===== src/rtl/sm3_pkg.sv =====
// Shared SM3 constants and the bank-state encoding used by the block packer.
package sm3_pkg;

    localparam int SM3_BLK_W = 512;
    localparam int SM3_WD_W  = 32;

    typedef enum logic [1:0] {
        BANK_EMPTY   = 2'd0,
        BANK_FILLING = 2'd1,
        BANK_FULL    = 2'd2
    } bank_state_e;

    // Beats needed to fill one 512-bit block at a given beat width.
    function automatic int blk_beats(input int dw);
        return SM3_BLK_W / dw;
    endfunction

endpackage


===== src/rtl/sm3_blk_bank.sv =====
// One ping-pong bank: 512-bit block storage, fill count, state and message flags.
module sm3_blk_bank
    import sm3_pkg::*;
#(
    parameter  int INPT_DW   = 32,
    localparam int BLK_BEATS = blk_beats(INPT_DW),
    localparam int CNT_W     = $clog2(BLK_BEATS)
) (
    input  logic                 clk,
    input  logic                 rst,
    input  logic                 beat_i,
    input  logic [INPT_DW-1:0]   beat_d_i,
    input  logic                 fst_i,
    input  logic                 cmp_i,
    input  logic                 lst_i,
    input  logic                 rel_i,
    output logic [1:0]           state_o,
    output logic [CNT_W-1:0]     cnt_o,
    output logic [SM3_BLK_W-1:0] data_o,
    output logic                 fst_o,
    output logic                 lst_o
);

    bank_state_e      state_q, state_d;
    logic [CNT_W-1:0] cnt_q, cnt_d;
    logic             fst_q, fst_d;
    logic             lst_q, lst_d;

    always_comb begin
        state_d = state_q;
        cnt_d   = cnt_q;
        fst_d   = fst_q;
        lst_d   = lst_q;
        if (rel_i) begin
            state_d = BANK_EMPTY;
            cnt_d   = '0;
            fst_d   = 1'b0;
            lst_d   = 1'b0;
        end
        if (beat_i) begin
            if (state_q == BANK_EMPTY) begin
                fst_d = fst_i;
            end
            state_d = BANK_FILLING;
            cnt_d   = cnt_q + CNT_W'(1);
            if (cmp_i) begin
                state_d = BANK_FULL;
                cnt_d   = '0;
                lst_d   = lst_i;
            end
        end
    end

    always_ff @(posedge clk) begin
        if (rst) begin
            state_q <= BANK_EMPTY;
            cnt_q   <= '0;
            fst_q   <= 1'b0;
            lst_q   <= 1'b0;
        end else begin
            state_q <= state_d;
            cnt_q   <= cnt_d;
            fst_q   <= fst_d;
            lst_q   <= lst_d;
        end
    end

    // Words are cleared on release so a block closed early carries zeros in its tail.
    for (genvar gi = 0; gi < BLK_BEATS; gi++) begin : g_word
        logic [INPT_DW-1:0] word_q;

        always_ff @(posedge clk) begin
            if (rst || rel_i) begin
                word_q <= '0;
            end else if (beat_i && (cnt_q == CNT_W'(gi))) begin
                word_q <= beat_d_i;
            end
        end

        assign data_o[SM3_BLK_W-1-gi*INPT_DW -: INPT_DW] = word_q;
    end

    assign state_o = state_q;
    assign cnt_o   = cnt_q;
    assign fst_o   = fst_q;
    assign lst_o   = lst_q;

endmodule


===== src/rtl/sm3_blk_pack.sv =====
// Packs padded SM3 beats into 512-bit blocks through two ping-pong banks.
// Optional protocol checking and the err_o port are enabled by SM3_PACK_ERR_CHK_EN.
module sm3_blk_pack
    import sm3_pkg::*;
#(
    parameter int INPT_DW = 32
) (
    input  logic                 clk,
    input  logic                 rst,
    input  logic [INPT_DW-1:0]   pad_otpt_d_i,
    input  logic                 pad_otpt_vld_i,
    input  logic                 pad_otpt_lst_i,
    output logic                 pad_otpt_ena_o,
    output logic [SM3_BLK_W-1:0] blk_o,
    output logic                 blk_vld_o,
    output logic                 blk_fst_o,
    output logic                 blk_lst_o,
    input  logic                 blk_rdy_i
`ifdef SM3_PACK_ERR_CHK_EN
    ,output logic                err_o
`endif
);

    localparam int BLK_BEATS = blk_beats(INPT_DW);
    localparam int CNT_W     = $clog2(BLK_BEATS);

    logic                 wr_ptr_q, wr_ptr_d;
    logic                 rd_ptr_q, rd_ptr_d;
    logic                 fst_pend_q, fst_pend_d;

    logic [1:0]           bank_st   [2];
    logic [CNT_W-1:0]     bank_cnt  [2];
    logic [SM3_BLK_W-1:0] bank_dat  [2];
    logic                 bank_fst  [2];
    logic                 bank_lst  [2];
    logic                 bank_beat [2];
    logic                 bank_rel  [2];

    logic wr_full, wr_empty, beat_ok, last_slot, cmp, rel;

    always_comb begin
        wr_full   = (bank_st[wr_ptr_q] == BANK_FULL);
        wr_empty  = (bank_st[wr_ptr_q] == BANK_EMPTY);
        beat_ok   = pad_otpt_vld_i && !wr_full;
        last_slot = (bank_cnt[wr_ptr_q] == CNT_W'(BLK_BEATS-1));
`ifdef SM3_PACK_ERR_CHK_EN
        cmp       = beat_ok && (last_slot || pad_otpt_lst_i);
`else
        cmp       = beat_ok && last_slot;
`endif
        rel       = (bank_st[rd_ptr_q] == BANK_FULL) && blk_rdy_i;
        wr_ptr_d  = wr_ptr_q ^ cmp;
        rd_ptr_d  = rd_ptr_q ^ rel;
        // A one-beat message both consumes and re-arms fst_pend; re-arm wins.
        fst_pend_d = fst_pend_q;
        if (beat_ok && wr_empty) begin
            fst_pend_d = 1'b0;
        end
        if (pad_otpt_vld_i && pad_otpt_lst_i) begin
            fst_pend_d = 1'b1;
        end
    end

    always_ff @(posedge clk) begin
        if (rst) begin
            wr_ptr_q   <= 1'b0;
            rd_ptr_q   <= 1'b0;
            fst_pend_q <= 1'b1;
        end else begin
            wr_ptr_q   <= wr_ptr_d;
            rd_ptr_q   <= rd_ptr_d;
            fst_pend_q <= fst_pend_d;
        end
    end

    for (genvar gi = 0; gi < 2; gi++) begin : g_bank
        assign bank_beat[gi] = beat_ok && (wr_ptr_q == 1'(gi));
        assign bank_rel[gi]  = rel && (rd_ptr_q == 1'(gi));

        sm3_blk_bank #(
            .INPT_DW (INPT_DW)
        ) u_bank (
            .clk      (clk),
            .rst      (rst),
            .beat_i   (bank_beat[gi]),
            .beat_d_i (pad_otpt_d_i),
            .fst_i    (fst_pend_q),
            .cmp_i    (cmp),
            .lst_i    (pad_otpt_lst_i),
            .rel_i    (bank_rel[gi]),
            .state_o  (bank_st[gi]),
            .cnt_o    (bank_cnt[gi]),
            .data_o   (bank_dat[gi]),
            .fst_o    (bank_fst[gi]),
            .lst_o    (bank_lst[gi])
        );
    end

    assign blk_o          = bank_dat[rd_ptr_q];
    assign blk_fst_o      = bank_fst[rd_ptr_q];
    assign blk_lst_o      = bank_lst[rd_ptr_q];
    assign blk_vld_o      = (bank_st[rd_ptr_q] == BANK_FULL);
    assign pad_otpt_ena_o = !((bank_st[0] == BANK_FULL) || (bank_st[1] == BANK_FULL));

`ifdef SM3_PACK_ERR_CHK_EN
    logic err_q, err_d;

    always_comb begin
        err_d = err_q
              | (pad_otpt_vld_i && wr_full)
              | (beat_ok && pad_otpt_lst_i && !last_slot);
    end

    always_ff @(posedge clk) begin
        if (rst) begin
            err_q <= 1'b0;
        end else begin
            err_q <= err_d;
        end
    end

    assign err_o = err_q;
`endif

endmodule


===== config.mk =====
export PLATFORM = sky130hd
export DESIGN_NAME = sm3_blk_pack
export DESIGN_NICKNAME = d
export VERILOG_FILES = /design/src/rtl/sm3_pkg.sv /design/src/rtl/sm3_blk_bank.sv /design/src/rtl/sm3_blk_pack.sv
export SDC_FILE = /design/constraint.sdc
export NUM_CORES = 2
export LEC_CHECK = 0
export ABC_AREA = 1
export CAP_MARGIN = 30
export CORE_MARGIN = 4
export CORE_UTILIZATION = 45
export CTS_CLUSTER_SIZE = 28
export DETAILED_ROUTE_END_ITERATION = 10
export GPL_ROUTABILITY_DRIVEN = 0
export GPL_TIMING_DRIVEN = 0
export PLACE_DENSITY = 0.69
export SYNTH_ARGS = -nofsm -noshare
export SYNTH_HDL_FRONTEND = slang
export SYNTH_SLANG_ARGS = --single-unit

===== constraint.sdc =====
create_clock -name clk -period 3.3 [get_ports clk]
set_input_delay 0.99 -clock clk [delete_from_list [all_inputs] [get_ports clk]]
set_output_delay 0.99 -clock clk [all_outputs]
set_load 0.005 [all_outputs]

# Word level (Yosys, flattened, before mapping)
# Cells that the tools add are included.
op_classes:
  n_bitwise: 6
  reduce_logical: 54
  magnitude_cmp: 2
  eq_ne: 35
  n_mux: 41
  n_addsub: 2
ops:
  columns: ["cell", "count"]
  rows:
  - ["$mux W512", 3]
  - ["$eq A4 B4 Y1 const B", 17]
  - ["$logic_and A1 B1 Y1", 41]
  - ["$mux W4", 9]
  - ["$eq A4 B3 Y1 const B", 8]
  - ["$mux W2", 11]
  - ["$mux W1", 18]
  - ["$eq A4 B2 Y1 const B", 4]
  - ["$add A4 B1 Y4 const B", 2]
  - ["$eq A2 B2 Y1 const B", 4]
  - ["$eq A4 B1 Y1 const B", 2]
  - ["$logic_not A4 Y1", 2]
  - ["$logic_not A2 Y1", 3]
  - ["$ge A2 B2 Y1 const B", 2]
  - ["$not A1 Y2", 2]
  - ["$reduce_bool A2 Y1", 2]
  - ["$logic_or A1 B1 Y1", 3]
  - ["$logic_not A1 Y1", 2]
  - ["$not A1 Y1", 2]
  - ["$reduce_or A2 Y1", 1]
  - ["$xor A1 B1 Y1", 2]
totals:
  reg_bits: 1043
  input_bits: 37

# Logic depth before layout (Yosys ltp)
depth:
  word_depth: 10
  depth_mapped: 12

# Cells and area by module
# A second synthesis with hierarchy kept.
hier_totals:
  cells_unflattened: 6436
  area_unflattened_um2: 44024.7
modules_own_cells:
  columns: ["mod", "cells_per_inst", "area_per_inst_um2", "instances"]
  rows:
  - ["sm3_blk_bank", 2365, 18655.4, 2]
  - ["sm3_blk_pack", 1706, 6713.9, 1]

# Least setup slack after synthesis
# OpenSTA, ideal clock, no wires.
synth_timing:
  path_kind: "reg-to-reg"
  startpoint: "reg rd_ptr_q"
  endpoint: "reg g_bank[0].u_bank.g_word[1].word_q[10]"
  stages_incl_launch_ff: 13
  required_ps: 3236
  arrival_ps: 2449
  path_slack_ps: 787
  n_path_buf: 5
  period_less_slack_ps: 2513
  path_cell_list: "dfxtp_1 > buf_2 > buf_2 > clkbuf_1 > inv_1 > nand3_1 > a21boi_0 > ha_1 > nor2_1 > clkbuf_1 > clkbuf_1 > nand2_1 > nor2_1"
synth_between:
  elab_chain_cells: 8
synth_rtl:
  columns: ["element", "line", "rtl"]
  rows:
  - ["start, declared", "sm3_blk_pack.sv:28", "logic rd_ptr_q, rd_ptr_d;"]
  - ["start signal, assigned", "sm3_blk_pack.sv:71", "rd_ptr_q <= rd_ptr_d;"]
  - ["$not A1 Y2 (implied by the code)", "sm3_blk_pack.sv:51", "rel = (bank_st[rd_ptr_q] == BANK_FULL) && blk_rdy_i;"]
  - ["$mux W2 (implied by the code) (3 in series)", "sm3_blk_pack.sv:51", null]
  - ["$eq A2 B2 Y1", "sm3_blk_pack.sv:51", null]
  - ["$logic_and A1 B1 Y1", "sm3_blk_pack.sv:51", null]
  - ["$logic_and A1 B1 Y1 (*)", "sm3_blk_pack.sv:78", "assign bank_rel[gi] = rel && (rd_ptr_q == 1'(gi));"]
  - ["$logic_or A1 B1 Y1 (*)", "sm3_blk_bank.sv:73", "if (rst || rel_i) begin"]
  - ["end signal, assigned", "sm3_blk_bank.sv:76", "word_q <= beat_d_i;"]
  - ["end, declared", "sm3_blk_bank.sv:70", "logic [INPT_DW-1:0] word_q;"]
# Mark *: on every way between the ends. The rest lies on a longest branch, timed or not. The select of a mux whose other input is x is not followed.
# A chain may end at the register's enable or synchronous reset.

# Final worst setup path
layout_timing:
  startpoint: "reg rd_ptr_q"
  endpoint: "out blk_o[199]"
layout_between:
  elab_chain_cells: 4
layout_rtl:
  columns: ["element", "line", "rtl"]
  rows:
  - ["$not A1 Y2 (implied by the code)", "sm3_blk_pack.sv:99", "assign blk_o = bank_dat[rd_ptr_q];"]
  - ["$mux W512 (implied by the code) (3 in series)", "sm3_blk_pack.sv:99", null]
  - ["end, declared", "sm3_blk_pack.sv:14", "output logic [SM3_BLK_W-1:0] blk_o,"]
# Every way passes these cells. The select of a mux whose other input is x is not followed.

==> flow_metrics.env <==
export IMPL_cp_required_ns=2.31
export IMPL_ant_nets=0
export IMPL_syn_instance_count=6673
export IMPL_relSlewSlack_pct=22.8
export IMPL_fillers=9635
export IMPL_h_tree_depth=3
export IMPL_drv_cap=0
export IMPL_critPathCaptureType="output pin"
export IMPL_crit_path_start="rd_ptr_q$_SDFF_PP0_"
export IMPL_final_setup_viol_count=24
export IMPL_grt_overflow_total=0
export IMPL_syn_area_per_cell_um2=6.93
export IMPL_finalWirelength_um=213000
export IMPL_regToRegEndpoint="g_bank[0].u_bank.g_word[5].word_q[27]$_SDFFE_PP0P_"
export IMPL_layout_common_cells="1548 x nand2_1, 1042 x dfxtp_1, 918 x nor2_1"
export IMPL_worstMarginPinSlew_ns=1.16
export IMPL_yosysSeqAreaShare_pct=45.2
export IMPL_p_seq_share_pct=45.5
export IMPL_yosysTopAreaCell="dfxtp_1"
export IMPL_hold_viol=0
export IMPL_area_growth_pct=28.5
export IMPL_power_density_mw_per_mm2=471
export IMPL_yosysWarnings=0
export IMPL_netlist_area_mm2=0.0462
export IMPL_p_int_w=0.0209
export IMPL_cts_tree="done"
export IMPL_p_leak_nw=25.7
export IMPL_clock_skew_ns=0.0133
export IMPL_period_needed_ns=3.35
export IMPL_synth_ff_latch_count=1043
export IMPL_outcome="finished, violations left"
export IMPL_switchingPower_w=0.00713
export IMPL_die_area_mm2=0.108
export IMPL_route_detailed_drc=0
export IMPL_swShare_pct=25.5
export IMPL_power_share_clock_pct=46.4
export IMPL_fp_dieH_um=329
export IMPL_dp_hpwl_um=155000
export IMPL_grt_pass1_vias=45956
export IMPL_synthTopCellsByArea="dfxtp_1 45%, nand2_1 13%, o21ai_0 9.7%"
export IMPL_clk_latency_ns=0.72
export IMPL_floorplan_initialDensity_pct=45.4
export IMPL_syn_num_nets=6720
export IMPL_period_share_pct=102
export IMPL_utilization_pct=58.3
export IMPL_cp_max_fo=10
export IMPL_comb_power_share_pct=8.0
export IMPL_endpoint="blk_o[199]"
export IMPL_rsz0062_at_grt="true"
export IMPL_report_final_slew_viol_count=0
export IMPL_root_buffer="clkbuf_16"
export IMPL_boundaryPins=553
export IMPL_nets=7457
export IMPL_final_common_cell="nand2_1"
export IMPL_cts_buffer_depth=3
export IMPL_setup_slack_ns=-0.0497
export IMPL_peakVddDrop_uv=425
export IMPL_rows=117
export IMPL_drt_initial_drc_count=6445
export IMPL_fmax_mhz=299
export IMPL_r2r_start="rd_ptr_q$_SDFF_PP0_"
export IMPL_cts_hold_buf=0
export IMPL_worstSetupPathType="flip-flop to output pin"
export IMPL_port_buffers=551
export IMPL_ff2ff_setup_slack_ns=0.03
export IMPL_clkSlewWorstSetupHoldPaths_ns=0.06
export IMPL_ff_latch_area_mm2=0.0209
export IMPL_grt_start_max_net_pins=15
export IMPL_wire_per_inst_um=24.0
export IMPL_ff2ff_path_depth=14
export IMPL_total_power_w=0.0280
export IMPL_failed_checks="setup timing"
export IMPL_die_width_um=329
export IMPL_clock_sinks=1043
export IMPL_routed_via_density=5.65
export IMPL_firstDrtPassIters=9
export IMPL_track_usage_pct=37.6
export IMPL_fin_tns_setup_ns=-0.279
export IMPL_numCtsBuffers=112
export IMPL_min_path_type="flip-flop to flip-flop"
export IMPL_yosysTopAreaCellShare_pct=45.2
export IMPL_core_area_mm2=0.102
export IMPL_antenna_found_initial=20
export IMPL_drive_gt1_share_pct=15.2
export IMPL_crit_arrival_ns=2.36
export IMPL_vias=50215
export IMPL_synth_distinct_cells=31
export IMPL_crit_path_start_kind="flip-flop"
export IMPL_multi_input_area_mm2=0.0220
export IMPL_grt_pass1_wl_um=302000
[cell usage after synthesis]
library cell,count
o21ai_0,896
nor2_4,6
inv_2,2
a21oi_1,401
dfxtp_1,1043
buf_1,51
nand2_2,7
clkbuf_2,1
xor2_1,2
inv_1,576
nor2_1,920
nand3_2,1
buf_8,1
nand2_4,1
a21boi_1,249
nand3_4,10
o21a_1,1
buf_6,24
a21boi_0,40
nor3_2,1
nand2_1,1557
nor2_2,2
o21ai_1,7
nor3_1,1
clkbuf_1,390
buf_4,12
buf_2,134
nand3_1,31
or2_1,1
ha_1,10
nand4_1,295
[routing by layer]
| metal | track usage [%] | vias up | wire length [um] |
|---|---|---|---|
| met5 | 0 | - | 111 |
| met4 | 26.3 | 16 | 17900 |
| met3 | 10.4 | 798 | 26300 |
| met2 | 56.9 | 3044 | 90800 |
| met1 | 46.4 | 23504 | 77800 |
| li1 | - | 22853 | - |
[final cells by class]
class                           count  area share, %
Timing Repair Buffer              624           8.77
Multi-Input combinational cell   4439           37.0
Sequential cell                  1043           35.1
Clock buffer                      173           5.79
Clock inverter                     33          0.518
Antenna cell                       14         0.0590
Inverter                          578           3.65
Tap cell                         1368           2.88
Buffer                            612           6.16
[critical path, stage by stage (launching register included)]
cell and delay (ns):
dfxtp_2 0.34, buf_8 0.15, clkbuf_16 0.17, buf_4 0.16, clkbuf_16 0.17, clkbuf_8 0.17, nand2_1 0.07, o21ai_0 0.12
dlygate4sd2_1 0.29
[timing repair]
item / in CTS / in global routing
hold endpoints to repair: 0 / 0
setup endpoints to repair: 1541 / 568
resized for setup: 1361 / 767
pin swaps: 23 / 3
gates cloned: 0 / 3
buffers inserted: 4 / 6
[kinds of logic after synthesis]
logic type	share of synthesized area (%)
adders and majority gates	0.271
AOI/OAI and AO/OA	18.8
and+or+nand+nor	25.2
xor gates and xnor gates	0.0379
buffers and inverters	10.5
DFF	45.2
[per-stage QoR]
step           setup slack, ns  cells  cell area, um2  hold WS [ns]
6_report               -0.0497   8884           59400         0.446
2_1_floorplan            0.787   6673           46200         0.424
3_3_place_gp             -1.87   8592           53500         0.432
5_1_grt                -0.0740   8873           59400         0.467
4_1_cts                 -0.244   8861           59600         0.447
3_5_place_dp             -1.61   8651           54400         0.438
[flip-flops by register name (all words and copies together), names as in the netlist]
register                     cells
rd_ptr_q                         1
wr_ptr_q                         1
g_bank.u_bank.fst_o              2
g_bank.u_bank.cnt_o              8
fst_pend_q                       1
g_bank.u_bank.g_word.word_q   1024
g_bank.u_bank.state_o            4
g_bank.u_bank.lst_o              2
[power groups by stage]
stage / Combinational (W) / Sequential, W / Clock (W)
2_1_floorplan: 0.000947 / 0.0130 / 0
3_3_place_gp: 0.00201 / 0.0130 / 0
3_5_place_dp: 0.00215 / 0.0130 / 0
4_1_cts: 0.00213 / 0.0127 / 0.0129
5_1_grt: 0.00230 / 0.0127 / 0.0134
6_report: 0.00225 / 0.0127 / 0.0130
[how the worst min path moves through the flow]
stage,start,end,depth (start not counted)
2_1_floorplan,g_bank[0].u_bank.g_word[11].word_q[0]$_SDFFE_PP0P_,g_bank[0].u_bank.g_word[11].word_q[0]$_SDFFE_PP0P_,2
5_1_grt,g_bank[0].u_bank.g_word[11].word_q[7]$_SDFFE_PP0P_,g_bank[0].u_bank.g_word[11].word_q[7]$_SDFFE_PP0P_,2
4_1_cts,g_bank[0].u_bank.g_word[13].word_q[3]$_SDFFE_PP0P_,g_bank[0].u_bank.g_word[13].word_q[3]$_SDFFE_PP0P_,2
3_3_place_gp,g_bank[0].u_bank.g_word[11].word_q[20]$_SDFFE_PP0P_,g_bank[0].u_bank.g_word[11].word_q[20]$_SDFFE_PP0P_,2
3_5_place_dp,g_bank[0].u_bank.g_word[13].word_q[3]$_SDFFE_PP0P_,g_bank[0].u_bank.g_word[13].word_q[3]$_SDFFE_PP0P_,2
6_report,g_bank[0].u_bank.g_word[11].word_q[7]$_SDFFE_PP0P_,g_bank[0].u_bank.g_word[11].word_q[7]$_SDFFE_PP0P_,2
Note: power is estimated with default switching activity, not from simulation.
